--- src/rtl/game_link_tx.sv ---
// Game-link UART transmitter: turns game state changes and score requests into 8N1 event frames.
// Optional build macro LINK_CRC_EN appends an XOR checksum byte to every frame.
module game_link_tx #(
  parameter int          CLKS_PER_BIT = 6771,
  parameter logic [3:0]  HDR          = 4'hA
) (
  input  logic       pclk,
  input  logic       rst_n,
  input  logic [1:0] state_in,
  input  logic [7:0] score_in,
  input  logic       tx_req,
  output logic       tx,
  output logic       busy,
  output logic       frame_done
);

  localparam int CW = (CLKS_PER_BIT > 1) ? $clog2(CLKS_PER_BIT) : 1;
`ifdef LINK_CRC_EN
  localparam int NBYTES = 3;
`else
  localparam int NBYTES = 2;
`endif

  typedef enum logic [1:0] {S_IDLE, S_START, S_DATA, S_STOP} state_t;

  state_t          fsm;
  logic [1:0]      state_prev;
  logic            pend_st;
  logic            pend_sc;
  logic [CW-1:0]   clk_cnt;
  logic [2:0]      bit_idx;
  logic [1:0]      byte_idx;
  logic [7:0]      shreg;
  logic [7:0]      byte1_q;
`ifdef LINK_CRC_EN
  logic [7:0]      byte2_q;
`endif

  logic            bit_end;
  logic            grant_st;
  logic            grant_sc;
  logic [7:0]      byte0_w;
  logic [7:0]      next_byte;

  // Requests are fire-and-forget: a state change or a tx_req pulse only
  // raises a one-deep pending flag; there is no back-pressure to the sender.
  always_comb begin
    bit_end   = (clk_cnt == CW'(CLKS_PER_BIT - 1));
    grant_st  = (fsm == S_IDLE) && pend_st;
    grant_sc  = (fsm == S_IDLE) && !pend_st && pend_sc;
    byte0_w   = {HDR, (pend_st ? 2'b01 : 2'b10), state_in};
`ifdef LINK_CRC_EN
    next_byte = (byte_idx == 2'd0) ? byte1_q : byte2_q;
`else
    next_byte = byte1_q;
`endif
  end

  always_ff @(posedge pclk or negedge rst_n) begin
    if (!rst_n) begin
      fsm        <= S_IDLE;
      state_prev <= 2'b00;
      pend_st    <= 1'b0;
      pend_sc    <= 1'b0;
      clk_cnt    <= '0;
      bit_idx    <= 3'd0;
      byte_idx   <= 2'd0;
      shreg      <= 8'h00;
      byte1_q    <= 8'h00;
`ifdef LINK_CRC_EN
      byte2_q    <= 8'h00;
`endif
      tx         <= 1'b1;
      busy       <= 1'b0;
      frame_done <= 1'b0;
    end else begin
      frame_done <= 1'b0;
      state_prev <= state_in;
      // A new event on the grant cycle wins, so the flag stays set.
      pend_st    <= (state_in != state_prev) | (pend_st & ~grant_st);
      pend_sc    <= tx_req | (pend_sc & ~grant_sc);

      case (fsm)
        S_IDLE: begin
          clk_cnt <= '0;
          if (pend_st || pend_sc) begin
            shreg    <= byte0_w;
            byte1_q  <= score_in;
`ifdef LINK_CRC_EN
            byte2_q  <= byte0_w ^ score_in;
`endif
            byte_idx <= 2'd0;
            tx       <= 1'b0;
            busy     <= 1'b1;
            fsm      <= S_START;
          end
        end
        S_START: begin
          if (bit_end) begin
            clk_cnt <= '0;
            bit_idx <= 3'd0;
            tx      <= shreg[0];
            fsm     <= S_DATA;
          end else begin
            clk_cnt <= clk_cnt + 1'b1;
          end
        end
        S_DATA: begin
          if (bit_end) begin
            clk_cnt <= '0;
            if (bit_idx == 3'd7) begin
              tx  <= 1'b1;
              fsm <= S_STOP;
            end else begin
              bit_idx <= bit_idx + 3'd1;
              shreg   <= {1'b0, shreg[7:1]};
              tx      <= shreg[1];
            end
          end else begin
            clk_cnt <= clk_cnt + 1'b1;
          end
        end
        S_STOP: begin
          if (bit_end) begin
            clk_cnt <= '0;
            if (byte_idx == 2'(NBYTES - 1)) begin
              busy       <= 1'b0;
              frame_done <= 1'b1;
              fsm        <= S_IDLE;
            end else begin
              byte_idx <= byte_idx + 2'd1;
              shreg    <= next_byte;
              tx       <= 1'b0;
              fsm      <= S_START;
            end
          end else begin
            clk_cnt <= clk_cnt + 1'b1;
          end
        end
        default: fsm <= S_IDLE;
      endcase
    end
  end

endmodule

--- config.mk ---
export PLATFORM = sky130hd
export DESIGN_NAME = game_link_tx
export DESIGN_NICKNAME = d
export VERILOG_FILES = /design/src/rtl/game_link_tx.sv
export SDC_FILE = /design/constraint.sdc
export NUM_CORES = 1
export LEC_CHECK = 0
export ABC_AREA = 1
export BUFFER_PORTS_ARGS = -buffer_cell sky130_fd_sc_hd__buf_2
export CAP_MARGIN = 0
export CORE_MARGIN = 2
export CORE_UTILIZATION = 60
export CTS_BUF_LIST = sky130_fd_sc_hd__clkbuf_4
export CTS_CLUSTER_DIAMETER = 200
export CTS_CLUSTER_SIZE = 8
export DETAILED_ROUTE_END_ITERATION = 6
export PLACE_DENSITY = 0.86
export SYNTH_ARGS = -nofsm -noshare
export SYNTH_HDL_FRONTEND = slang
export SYNTH_SLANG_ARGS = --single-unit
--- constraint.sdc ---
create_clock -name pclk -period 1.85 [get_ports pclk]
set_input_delay 0 -clock pclk [delete_from_list [all_inputs] [get_ports pclk]]
set_output_delay 0 -clock pclk [all_outputs]
set_load 0.02 [all_outputs]
-- Word-level counts from Yosys, hierarchy flattened
Index checks and enable logic that the tools add are counted.
W data, S select, Z words.
- $add $sub $neg: 3
- eq/ne operators: 15
- mux-type cells: 38
- bitwise logic cells: 6
- reduce and logical (&&, ||, !) cells: 17
- operators with widths (kind ; count):
    $mux W8 ; 5
    $pmux W13 S2 ; 1
    $pmux W8 S3 ; 1
    $mux W2 ; 9
    $ne A2 B2 Y1 const B ; 7
    $add A13 B1 Y13 const B ; 1
    $eq A13 B13 Y1 const B ; 1
    $mux W1 ; 13
    $mux W13 ; 1
    $reduce_and A4 Y1 ; 3
    $reduce_and A5 Y1 ; 2
    $mux W3 ; 3
    $pmux W2 S4 ; 1
    $pmux W3 S2 ; 1
    $reduce_and A6 Y1 ; 1
    $eq A2 B1 Y1 const B ; 2
    $eq A2 B2 Y1 const B ; 2
    $pmux W1 S4 ; 1
    $pmux W2 S2 ; 1
    $reduce_bool A2 Y1 ; 2
    $add A3 B1 Y3 const B ; 1
    $eq A3 B3 Y1 const B ; 1
    $logic_and A1 B1 Y1 ; 3
    $reduce_bool A3 Y1 ; 1
    other kinds (12) ; 15
- register bits: 43
- bits of input ports: 13
- output and inout port bits: 3
- logic and storage cells: 91

-- Depth between registers and ports, before layout
- depth after elaboration: 6
- mapped depth: 10
- depth with buffers taken out: 10

-- Worst setup path after synthesis
OpenSTA, ideal clock, no wires.
- path kind: register to register
- start: register fsm[0]
- end: register shreg[3]
- setup time: 0.118 ns
- arrival time: 1.488 ns
- data required time: 1.732 ns
- slack: 0.245 ns
- cell stages (with the launch flop): 9
- buffers on the path: 0
- period minus slack after synthesis: 1.605 ns
- cell sequence: dfrtp_1 -> inv_1 -> ha_1 -> inv_1 -> o21ai_0 -> nor2_4 -> nand2_4 -> nand2_1 -> nand2_1
- word-level cells in the longest chain between the ends: 3
- elaborated cells on any way between the ends: 11
- those cells by class: eq/ne (7); mux (1); reduce/logical (3)
- RTL lines (what ; RTL line ; text):
    start, declared ; 26 ; state_t fsm;
    start signal, assigned ; 61 ; fsm <= S_IDLE;
    start signal, assigned ; 95 ; fsm <= S_START;
    start signal, assigned ; 103 ; fsm <= S_DATA;
    $eq A2 B2 Y1 / $logic_not A2 Y1 (equally long branches) ; 83 ; case (fsm)
    $ne A2 B2 Y1 (no line) (tied with other cells) ; n/a ;
    $reduce_and A6 Y1 (no line) ; n/a ;
    end signal, assigned ; 87 ; shreg <= byte0_w;
    end signal, assigned ; 116 ; shreg <= {1'b0, shreg[7:1]};
    end signal, assigned ; 132 ; shreg <= next_byte;
    end, declared ; 33 ; logic [7:0] shreg;
Parallel ways exist; a longest one is shown, timed or not.
A chain may end at the register's enable or synchronous reset.

-- Final worst setup path
- start: register fsm[1]
- end: register shreg[4]
Same word-level chain as after synthesis.

==> results.md <==
* Synthesis-to-finish area growth at 15.7%
* Largest net degree at the start of global routing at 18
* Most frequent cells in the layout: nand2_1, dfrtp_1, inv_1, nor2_1, nand3_1
* Sequential-to-total area share from yosys stat at between 40 and 50%
* Worst R2R Path Depth at 10
* Register area at 0.00108 mm²
* ANT cells at 0
* Crit path max fanout at 7
* Rel. slew slack at 72.2%
* Yosys Warn Count at 0
* Num CTS Buffers at 5
* Final min period at 1710 ps
* Post-DP HPWL at 3.36 mm
* Crit path kind: flop to flop
* Iter 0 DRT Violations at 101
* RSZ-0062 raised after global routing: no
* Worst-path cell chain: inv_1 -> ha_2 -> inv_1 -> nor2_2 -> inv_2 -> nand2_1 -> nor2_4 -> buf_4 -> nand3_1 -> nand2_1
* Pleak at 1.28 nW
* GRT Util Overall at 27.3%
* Post-Route Skew at ~13 ps
* Final Cycle Share at 92.5%
* First-pass GRT wire length at a little under 9 mm
* Netlist cell types at 31
* Syn Nets at approximately 300
* Slew Viols, Final at 0
* Max Clk Rate at 585 MHz
* Worst Setup SP: fsm[1]
* CTS H-Tree Depth at 2
* Vias in the first global route at 1845
* Layout cell share with drive strength beyond 1 at 19.2%
* Total number of vias at 1960
* Detailed-route wire length per cell at roughly 14 µm
* Hold crit path type: primary input to async pin
* Worst r2r src: fsm[1]
* I/O pin cnt at 16
* Routability Congestion at between 0.8 and 0.9
* DRT antenna net count at 0
* CP max-delay cell: dfrtp_1
* Power density over the cells at 572 mW/mm²
* Most common cell after layout, fill and taps aside: nand2_1
* Top cells by area, synth: dfrtp_1, nand2_1, ha_1
* Crit path max-delay family: simple AND/OR/NAND/NOR gates
* R2R Setup Slk at 140 ps
* Clk_lat worst skew at 370 ps
* Die Ht at ~66 µm
* Fill count at 253
* Critical R2R Capture: shreg[4]
* Crit. End Element: flop
* Maximum clock insertion buffer count at 2
* Buffer and inverter count on the worst path at 4
* Fin nets at 340
* Final setup violation count at 0
* Fin. Hold Viols at 0
* Row Count at 22
* Starting Density at 62.8%
* VDD IR max at 0.582 mV
* Post-synth top area cell: dfrtp_1
* # DRC at 0
* CTS tree: yes
* Core ar. at 0.00366 mm²
* Status: finished clean
* IO Port Bufs at 15
* Mapped Cells at 279
* Post-synthesis cell area at 0.00230 mm²
* Mean Syn Cell Area at 8.24 µm²
* Setup crit start kind: flop
* Yosys reg bits at 43
* CP required at 2130 ps
* Grt total ovfl at 0
* Post-layout utilization of the core at about 73%
* Worst path max stage delay at 430 ps
* Die area at 0.00434 mm²
* Drt total wl at 5.09 mm
* Multi-input gate area at 0.00107 mm²
* DRT Pass-1 Iters at 4
* Root buffer cell: clkbuf_4
* Clk sinks at between 40 and 50
* Max_cap viols at 0
* Worst Tran Pin Value at around 420 ps
* Arr. time, crit path at 1990 ps
* Share of the synthesized area in the top cell type at 45.7%
* Drt via density at 5.36
* Setup tns final at 0 ps
* Initial antenna violation count at 0
* CTS clk-pin slew, worst paths at 140 ps
* Die width at 65.9 µm
worst register-to-register path, cell delays in order, from the launching register on:
cell and delay (ps):
dfrtp_1 430, inv_1 130, ha_2 230, inv_1 100, nor2_2 180, inv_2 60
nand2_1 130, nor2_4 90, buf_4 150, nand3_1 70, nand2_1 60
flip-flops by register name (all words and copies together), names as in the netlist, 2 cells and up:
register / cells
bit_idx: 3
byte1_q: 8
byte_idx: 2
clk_cnt: 13
fsm: 2
shreg: 8
state_prev: 2
metal layers:
layer	up-vias	track usage (%)	share of wire (%)
li1	966	-	-
met1	903	37.6	44
met2	75	41.8	48
met3	16	5.96	5.8
met4	0	11.2	2.3
met5	-	0	0
report_power, final:
part / internal, mW / total [mW] / switching [mW]
Sequential: 0.953 / 0.960 / 0.00652
Clock: 0.162 / 0.486 / 0.325
Combinational: 0.0390 / 0.0768 / 0.0378
layout make-up:
type | instances | share of cell area (%)
sequential | 43 | 40.5
multi-input combinational | 195 | 40.3
timing repair buffer | 35 | 9.60
inverter | 37 | 5.22
tap | 48 | 2.26
clock buffer | 6 | 1.69
clock inverter | 2 | 0.470
stage by stage:
step / instance area (µm²) / cells / hold slack [ps] / total power, mW / worst slack, ps
2_1_floorplan: 2300 / 279 / -296 / 0.993 / 245
3_3_place_gp: 2460 / 344 / -82.1 / 1.03 / 194
3_5_place_dp: 2460 / 344 / -78.6 / 1.03 / 115
4_1_cts: 2640 / 364 / 57.5 / 1.52 / 105
5_1_grt: 2660 / 366 / 67.4 / 1.57 / 10.7
6_report: 2660 / 366 / 53.0 / 1.52 / 139
repair_timing:
item	CTS	global route
resized for setup	0	4
hold endpoints to repair	54	0
hold buffers	12	0
buffers inserted	0	2
setup endpoints to repair	0	11
logic make-up (layout without fill, tap and decap cells):
logic type | Yosys count | in the layout | synth area share, %
AO/OA/AOI/OAI | 23 | 23 | 6.26
adder cells (fa/ha/maj) | 10 | 10 | 5.44
multiplexers | 4 | 4 | 1.96
flip-flops | 43 | 43 | 46.8
XOR/XNOR | 3 | 3 | 1.14
buffers and inverters | 41 | 80 | 6.91
AND/OR/NAND/NOR | 155 | 155 | 31.4
synthesized netlist by cell type:
cell        n
nand2_2     3
nor2_1     30
or2_2       2
o2111ai_1   1
nand3b_1    1
nor3_1      5
nand3_4     1
o221ai_1    1
xnor2_1     2
nand2_1    73
inv_2       5
o21ai_0     5
nor3b_1     2
nor2_2      4
o211ai_1    3
buf_2       4
ha_1       10
nand2_4     3
o21bai_1    1
nand3_2     1
nand4_1     7
nor2_4      2
nand3_1    21
xor2_1      1
dfstp_2     1
inv_1      32
a21oi_1     8
dfrtp_1    42
o21ai_4     1
o21ai_1     3
mux2_2      4
worst max path at each step:
| stage | end | cells past startpoint |
|---|---|---|
| after floorplan | shreg[3] | 8 |
| after global routing | shreg[3] | 8 |
| final | shreg[4] | 10 |
| after global placement | shreg[3] | 8 |
| after CTS | shreg[1] | 8 |
| after detailed placement | shreg[4] | 8 |
Note: power is estimated with default switching activity, not from simulation.
